===== src/rtl/ff_bank.sv =====
// ff_bank: WIDTH-channel SR/JK/D/T flip-flop bank with sticky illegal flags and saturating change counter.
// Define FF_BANK_EDGE_EN to add registered q_rise/q_fall edge pulses.
module ff_bank #(
    parameter int WIDTH       = 8,
    parameter int CNT_W       = 8,
    parameter int SR11_POLICY = 0
) (
    input  logic             clk,
    input  logic             rst,
    input  logic             en,
    input  logic [1:0]       mode,
    input  logic [WIDTH-1:0] a,
    input  logic [WIDTH-1:0] b,
    input  logic             illegal_clr,
    output logic [WIDTH-1:0] q,
    output logic [WIDTH-1:0] qn,
    output logic [WIDTH-1:0] illegal,
    output logic [CNT_W-1:0] chg_cnt
`ifdef FF_BANK_EDGE_EN
    ,
    output logic [WIDTH-1:0] q_rise,
    output logic [WIDTH-1:0] q_fall
`endif
);
    logic [WIDTH-1:0] q_q, q_d, illegal_q, illegal_d;
    logic [WIDTH-1:0] sr11, sr_nxt, jk_nxt, nxt;
    logic [CNT_W-1:0] cnt_q, cnt_d;
`ifdef FF_BANK_EDGE_EN
    logic [WIDTH-1:0] rise_q, rise_d, fall_q, fall_d;
`endif
    always_comb begin
        sr11 = SR11_POLICY == 1 ? '0 : SR11_POLICY == 2 ? '1 : SR11_POLICY == 3 ? ~q_q : q_q;
        sr_nxt = (a & ~b) | (~a & ~b & q_q) | (a & b & sr11);
        jk_nxt = (a & ~q_q) | (~b & q_q);
        nxt = mode == 2'b00 ? sr_nxt : mode == 2'b01 ? jk_nxt : mode == 2'b10 ? a : q_q ^ a;
        q_d = en ? nxt : q_q;
        // a same-edge illegal event beats the clear for that bit
        illegal_d = (illegal_clr ? '0 : illegal_q) | ((en && mode == 2'b00) ? (a & b) : '0);
        cnt_d = (q_d != q_q && cnt_q != '1) ? cnt_q + CNT_W'(1) : cnt_q;
`ifdef FF_BANK_EDGE_EN
        rise_d = q_d & ~q_q;
        fall_d = ~q_d & q_q;
`endif
    end
    always_ff @(posedge clk) begin
        if (!rst) begin
            q_q       <= '0;
            illegal_q <= '0;
            cnt_q     <= '0;
`ifdef FF_BANK_EDGE_EN
            rise_q    <= '0;
            fall_q    <= '0;
`endif
        end else begin
            q_q       <= q_d;
            illegal_q <= illegal_d;
            cnt_q     <= cnt_d;
`ifdef FF_BANK_EDGE_EN
            rise_q    <= rise_d;
            fall_q    <= fall_d;
`endif
        end
    end
    assign q       = q_q;
    assign qn      = ~q_q;
    assign illegal = illegal_q;
    assign chg_cnt = cnt_q;
`ifdef FF_BANK_EDGE_EN
    assign q_rise  = rise_q;
    assign q_fall  = fall_q;
`endif
endmodule


===== config.mk =====
export PLATFORM = sky130hd
export DESIGN_NAME = ff_bank
export DESIGN_NICKNAME = d
export VERILOG_FILES = /design/src/rtl/ff_bank.sv
export SDC_FILE = /design/constraint.sdc
export NUM_CORES = 1
export LEC_CHECK = 0
export ABC_AREA = 1
export CAP_MARGIN = 5
export CORE_MARGIN = 5
export CORE_UTILIZATION = 45
export CTS_BUF_LIST = sky130_fd_sc_hd__clkbuf_4
export DETAILED_ROUTE_END_ITERATION = 6
export PLACE_DENSITY = 0.79
export SYNTH_ARGS = -nofsm -noshare
export SYNTH_HDL_FRONTEND = slang
export SYNTH_SLANG_ARGS = --single-unit

===== constraint.sdc =====
create_clock -name clk -period 2.5 [get_ports clk]
set_clock_uncertainty 0.2 [all_clocks]
set_input_delay 0.5 -clock clk [delete_from_list [all_inputs] [get_ports clk]]
set_output_delay 0.5 -clock clk [all_outputs]
set_load 0.05 [all_outputs]

== After elaboration in Yosys (flattened, before gate mapping) ==
Cells that the tools add are included.

* Add/subtract/negate cells: 1
* Equality and inequality tests: 4
* Muxes and demuxes: 6
* Bitwise operators: 15
* Reduce and logical (&&, ||, !) cells: 3

{| class="wikitable"
|+ Operators with widths
! cell !! count
|-
| $and A8 B8 Y8 || 7
|-
| $mux W8 || 6
|-
| $or A8 B8 Y8 || 4
|-
| $not A8 Y8 || 3
|-
| $add A8 B1 Y8 const B || 1
|-
| $ne A8 B8 Y1 || 1
|-
| $ne A8 B8 Y1 const B || 1
|-
| $xor A8 B8 Y8 || 1
|-
| $eq A2 B1 Y1 const B || 1
|-
| $eq A2 B2 Y1 const B || 1
|-
| $logic_and A1 B1 Y1 || 2
|-
| $logic_not A2 Y1 || 1
|}

* Flip-flop bits (word level): 24
* Input bits: 22
* Output and inout bits: 32

== Logic depth before layout (Yosys ltp) ==
Gate-level depths: netlist (run 1).

* Depth in word-level cells: 9
* Mapped depth: 16
* Depth with buffers taken out: 15

== Least setup slack after synthesis (run 1) ==
No wires, ideal clock.

* Path type: register to register
* From: register q_q[7] (netlist: q[7])
* To: register cnt_q[3] (netlist: chg_cnt[3])
* Arrival: 1.906 ns
* Data required time: 2.187 ns
* Setup slack: 0.281 ns
* Stages on the path, launching flop included: 12
* Buffers on the path: 0
* Period minus slack after synthesis: 2.219 ns
* Cell sequence: dfxtp_1 inv_1 nor2_1 nand2_1 nand2_1 nand3_1 nand3_2 inv_1 nand2_2 nand2_1 nor2_1 nor2_1

* Word-level cells in the longest chain between the ends: 8
* Elaborated cells between the ends (all ways): 15

{| class="wikitable"
|+ RTL lines
! what !! line !! source
|-
| start, declared || 25 || <nowiki>logic [WIDTH-1:0] q_q, q_d, illegal_q, illegal_d;</nowiki>
|-
| start signal, assigned || 55 || <nowiki>q_q <= q_d;</nowiki>
|-
| $not A8 Y8 || n/a ||
|-
| named net qn[7] || 16 || <nowiki>output logic [WIDTH-1:0] qn,</nowiki>
|-
| $and A8 B8 Y8 || 34 || <nowiki>jk_nxt = (a & ~q_q) | (~b & q_q);</nowiki>
|-
| $or A8 B8 Y8 || 34 ||
|-
| $mux W8 (2 in a row) || 35 || <nowiki>nxt = mode == 2'b00 ? sr_nxt : mode == 2'b01 ? jk_nxt : mode == 2'b10 ? a : q_q ^ a;</nowiki>
|-
| $mux W8 || 36 || <nowiki>q_d = en ? nxt : q_q;</nowiki>
|-
| $ne A8 B8 Y1 || 39 || <nowiki>cnt_d = (q_d != q_q && cnt_q != '1) ? cnt_q + CNT_W'(1) : cnt_q;</nowiki>
|-
| $logic_and A1 B1 Y1 || 39 ||
|-
| end signal, assigned || 57 || <nowiki>cnt_q <= cnt_d;</nowiki>
|-
| end, declared || 27 || <nowiki>logic [CNT_W-1:0] cnt_q, cnt_d;</nowiki>
|}

The timed path passes the listed nets, and every way through them passes these cells.
A chain may end at the register's enable or synchronous reset.

== Worst setup path in the final report (run 1) ==
* From: register q_q[4] (netlist: q[4])
* To: output port qn[4]

* Word-level cells in the longest chain between the ends: 1

{| class="wikitable"
|+ RTL lines
! what !! line !! source
|-
| $not A8 Y8 || 65 || <nowiki>assign qn = ~q_q;</nowiki>
|-
| end, declared || 16 ||
|}

Every way passes these cells.

==> results of run 1 <==
[worst min-delay path by stage]
stage,start,to,slack [ps],cells after the start
2_1_floorplan,rst,chg_cnt[1],420,2
3_3_place_gp,illegal[4],illegal[4],250,2
3_5_place_dp,illegal[1],illegal[1],260,2
4_1_cts,illegal[1],illegal[1],280,2
5_1_grt,illegal[5],illegal[5],290,2
6_report,illegal[2],illegal[2],270,2
[cell families (layout without fill, tap and decap cells)]
kind of cell / Yosys count / after routing
AND/OR/NAND/NOR: 179 / 179
buffers and inverters: 44 / 110
AO/OA/AOI/OAI: 38 / 38
XOR/XNOR: 4 / 4
flip-flops: 24 / 24
adder cells (fa/ha/maj): 1 / 1
[critical path: cells and delay by family, from the launching register on]
| kind | cells | cell delay, ps |
|---|---|---|
| DFF | 1 | 370 |
| buffers and inverters | 2 | 950 |
[routing by layer]
layer  global-route usage [%]  part of all wire (%)
met5                        0                     0
met2                     31.1                    45
met4                     6.26                   1.5
met3                     4.40                   8.5
met1                     27.4                    45
[flip-flops by register name, summed over array words and instances, names as in the netlist]
signal	count
chg_cnt	8
q	8
illegal	8
[final cells by class]
class / instances / area (um2) / area share [%]
clock buffers: 3 / 22.5 / 0.945
clock inverters: 1 / 30.0 / 1.26
inverters: 39 / 151 / 6.35
multi-input cells: 222 / 1000 / 42.1
flip-flops and latches: 24 / 480 / 20.2
well taps: 48 / 60.1 / 2.52
repair buffers: 67 / 636 / 26.7
[Yosys cell counts, drive strengths merged]
cell	instances
inv	37
nand4	2
clkinv	2
xor2	4
nor3	3
or2	1
nand2	90
nor2	49
ha	1
nand3	34
buf	3
a21boi	1
o21ai	8
a21oi	29
clkbuf	2
dfxtp	24
[through the flow]
step	util, %	cells	area, um2
detailed placement	64.2	400	2320
finish	66.1	404	2380
floorplan	-	290	1650
global placement	64.2	400	2320
global route	66.1	404	2380
CTS	65.7	404	2370
[power by group]
part           total, mW  internal [mW]  switching (mW)
sequential         0.431          0.404          0.0268
combinational      0.426          0.156           0.270
clock              0.288          0.162           0.126
==> results.yml, run 1 <==
finish:
  areaGrowthSynthToFinish_pct: 44.3
  fillers: 350
  nets: 380
  antenna_cells: 0
  final_common_cell: "sky130_fd_sc_hd__nand2_1"
  final_layout_size_suffix_gt1_share_pct: 8.43
  layout_common_cells: "sky130_fd_sc_hd__nand2_1 (88), sky130_fd_sc_hd__clkdlybuf4s50_1 (53), sky130_fd_sc_hd__nor2_1 (46)"
sta:
  period_share_pct: 94.1
  postLayoutSetupSlackWorst_ps: 148
  final.hold.worst_slack_ps: 274
  final.min_clock_period_ps: 2350
  setup_total_negative_slack_ps: 0
  fmax_mhz: 425
  timing_worst_slew_pin_value_ps: 510
  timing.max_slew.rel_slack_pct: 65.9
  finalMaxSlewViolations: 0
  timing.final.setup_violations: 0
  timing.final.hold_violations: 0
clock_network:
  cts_tree: "done"
  cts_num_sinks: 24
  cts-buffers-inserted: 3
  cts_resized: 0
  cts_hold_buffers: 0
  insertion_delay_ps: 320
  cts_setup_buffers: 0
  clock_tree.root_cell: "sky130_fd_sc_hd__clkbuf_4"
  htreeDepth: 1
  clk_path_buf_depth: 2
  clock_transition_at_the_registers_of_the_reported_paths_ps: 140
status:
  outcome: "complete, no violations"
synth:
  synth.distinct_cells: 24
  post_synthesis_compound_gate_area_fraction_pct: 11.9
  yosysSeqAreaShare_pct: 29.1
  yosys.area_share.simple_pct: 45.3
  muxShareOfSynthArea_pct: 0
  netlist_area_um2: 1650
  synth.yosys.warnings: 0
  synth_xor_xnor_area_share_pct: 2.12
  synth_adder_area_share_pct: 0.758
  area_fraction_of_the_dominant_cell_type_after_synthesis_pct: 29.1
  ys_top_cells_by_area: "sky130_fd_sc_hd__dfxtp_1 (29%), sky130_fd_sc_hd__nand2_1 (20%), sky130_fd_sc_hd__nor2_1 (10%)"
  synth_top_family_by_area: "simple AND/OR/NAND/NOR gates"
  synth-seq-cells: 24
  synth.net_count: 313
  synth_largest_area_cell: "sky130_fd_sc_hd__dfxtp_1"
  synth_cells: 290
  postSynthAreaPerCell_um2: 5.70
global_route:
  grt_max_degree: 21
  antenna_violations_before_repair: 0
  globalRoute.totalOverflow: 0
  wire_length_of_the_first_global_routing_pass_um: 8210
  grt_pass1_vias: 1865
  grtUsageTotal_pct: 19.9
worst_setup_path:
  regToRegSetupSlack_ps: 310
  timing.rr.start: "chg_cnt[0]"
  worstPathCellList: "inv_1 -> clkdlybuf4s50_1"
  worstSetupStartpointType: "register"
  endpoint_kind: "output pin"
  crit_start: "q[4]"
  critPathMaxStageDelay_ps: 820
  worstPathMaxFanout: 4
  setup.worst_path.class: "reg2out"
  endpoint: "qn[4]"
  crit_path_top_delay_cell: "sky130_fd_sc_hd__clkdlybuf4s50_1"
  r2r.worst_path.cells: 9
  timing.rr.end: "chg_cnt[5]"
  worst_ep_required_time_ps: 1800
  timing.critical_path.arrival_ps: 1650
place:
  placement.io_buffers: 53
  place.detailed.hpwl_um: 3760
  gp_routability_congestion: 0.875
  dpl_worst_slack_ps: -171
floorplanning:
  initial_standard_cell_utilization_of_the_core_pct: 45.8
  die_width_um: 70.6
  io_pins: 54
  floorplan.rows: 22
  floorplan.die.height_um: 70.6
  area_enclosed_by_the_die_boundary_um2: 4980
  area_of_the_placeable_core_um2: 3610
route:
  viasPerCell: 5.03
  drtAntennaViolNets: 0
  detail_route.first_pass.iterations: 4
  detailroute.via_count: 2033
  routed_wirelength_um: 4930
  wl_per_cell_um: 12.2
  drc: 0
  first_iter_violations: 157
job:
  max_cap_violations: 0
pwr:
  worst_vdd_rail_ir_drop_uv: 267
  leak_nw: 1.09
  report.power.total_mw: 1.15
  power_density_nw_per_um2: 481
min_path:
  timing.hold.worst.class: "reg2reg"
Power figures use the tool's default switching activity.
==> run 2, diff against run 1 <==
Settings changed: PLACE_DENSITY 0.79 to 0.77.
==> run 2 against run 1 <==
  * Flip-flop and latch count did not move
  * Register-to-register slack worse by 30 ps
  * Count of clock-buffer cells in the layout did not move
  * Critical endpoint unchanged
==> results.yml, run 2 (same netlist as run 1, synthesis figures left out) <==
status:
  outcome: "complete, no violations"
sta:
  postLayoutSetupSlackWorst_ps: 154
  grt_setup_unrepaired: "false"
  timing.final.setup_violations: 0
  period_share_pct: 93.9
  timing_worst_slew_pin_value_ps: 513
  fmax_mhz: 426
  finalMaxSlewViolations: 0
  final.min_clock_period_ps: 2350
  timing.final.hold_violations: 0
  setup_total_negative_slack_ps: 0
  timing.max_slew.rel_slack_pct: 65.7
floorplanning:
  area_of_the_placeable_core_um2: 3610
  initial_standard_cell_utilization_of_the_core_pct: 45.8
  area_enclosed_by_the_die_boundary_um2: 4980
  die_width_um: 70.6
  floorplan.die.height_um: 70.6
  floorplan.rows: 22
  io_pins: 54
pwr:
  leak_nw: 1.12
  power_frac_seq_pct: 37.7
  power.clock.fraction_pct: 25.1
  internal_power_mw: 0.725
  power_density_nw_per_um2: 478
  power.share.combinational_pct: 37.2
  switching_part_of_the_total_pct: 36.6
  switching_pwr_mw: 0.418
  worst_vdd_rail_ir_drop_uv: 252
worst_setup_path:
  setup.worst_path.class: "reg2out"
  worstPathMaxFanout: 4
  worstSetupStartpointType: "register"
  timing.critical_path.arrival_ps: 1650
  worst_ep_required_time_ps: 1800
  endpoint_kind: "output pin"
finish:
  antenna_cells: 0
  areaGrowthSynthToFinish_pct: 44.6
  final_common_cell: "sky130_fd_sc_hd__nand2_1"
  nets: 382
  final_layout_size_suffix_gt1_share_pct: 8.10
  final_design_area_no_fill_um2: 2390
  layout_common_cells: "sky130_fd_sc_hd__nand2_1 (88), sky130_fd_sc_hd__clkdlybuf4s50_1 (51), sky130_fd_sc_hd__nor2_1 (46)"
  fillers: 339
  fin_cells: 406
route:
  wl_per_cell_um: 11.8
  detail_route.first_pass.iterations: 4
  drtAntennaViolNets: 0
  routed_wirelength_um: 4800
  drc: 0
  detailroute.via_count: 2003
  viasPerCell: 4.93
  first_iter_violations: 155
clock_network:
  insertion_delay_ps: 320
  cts_tree: "done"
  cts_num_sinks: 24
  clock_transition_at_the_registers_of_the_reported_paths_ps: 140
  htreeDepth: 1
  clock_tree.root_cell: "sky130_fd_sc_hd__clkbuf_4"
  clk_path_buf_depth: 2
  cts-buffers-inserted: 3
  cts_hold_buffers: 0
place:
  placement.io_buffers: 53
  placed_area_um2: 2330
  dpl_worst_slack_ps: -162
  gp_routability_congestion: 0.887
  place.detailed.hpwl_um: 3790
  placed_cells: 402
global_route:
  grt_pass1_vias: 1822
  antenna_violations_before_repair: 0
  wire_length_of_the_first_global_routing_pass_um: 8140
  grt_max_degree: 21
  grtUsageTotal_pct: 19.8
  globalRoute.totalOverflow: 0
min_path:
  timing.hold.worst.class: "reg2reg"
job:
  max_cap_violations: 0
run 2: cell type report:
cell class	count	area, um2	share of cell area [%]
multi-input cells	222	992	41.5
well taps	48	60.1	2.51
clock buffers	3	22.5	0.943
inverters	39	148	6.18
clock inverters	1	30.0	1.26
flip-flops and latches	24	480	20.1
repair buffers	69	656	27.4
run 2: per-layer routing:
metal | vias up | global-route usage [%] | share of wire [%]
met5 | - | 0 | 0
met4 | 0 | 4.38 | 1.1
met3 | 6 | 2.70 | 6.7
met2 | 67 | 33.1 | 46
met1 | 882 | 27.2 | 46
li1 | 1048 | - | -
run 2: critical path: stages, from the launching register on:
cell,delay [ps]
sky130_fd_sc_hd__dfxtp_1,370
sky130_fd_sc_hd__inv_1,130
sky130_fd_sc_hd__clkdlybuf4s50_1,820
run 2: power by group through the flow:
stage	clock network (mW)	logic, mW	registers, mW
floorplan	0	0.191	0.508
global route	0.304	0.465	0.435
global placement	0	0.420	0.438
finish	0.287	0.425	0.431
CTS	0.291	0.425	0.430
detailed placement	0	0.423	0.439
run 2: worst paths after layout:
| path | slack [ps] | end | startpoint | cells past startpoint |
|---|---|---|---|---|
| setup / recovery | 150 | qn[4] | q[4] | 2 |
| hold / removal | 270 | illegal[0] | illegal[0] | 2 |
| setup reg to reg | 280 | chg_cnt[7] | chg_cnt[0] | 9 |
| hold reg to reg | 270 | illegal[0] | illegal[0] | 2 |
run 2: repair_timing:
action | in CTS | in global routing
setup endpoints to repair | 0 | 4
buffers inserted | 0 | 0
gates resized for setup | 0 | 2
run 2: stage by stage:
stage	utilization (%)	power, mW	hold slack (ps)
after floorplan	-	0.699	420
after global placement	64.6	0.858	250
after detailed placement	64.6	0.862	256
after CTS	66.1	1.15	275
after global routing	66.2	1.20	293
final	66.2	1.14	273
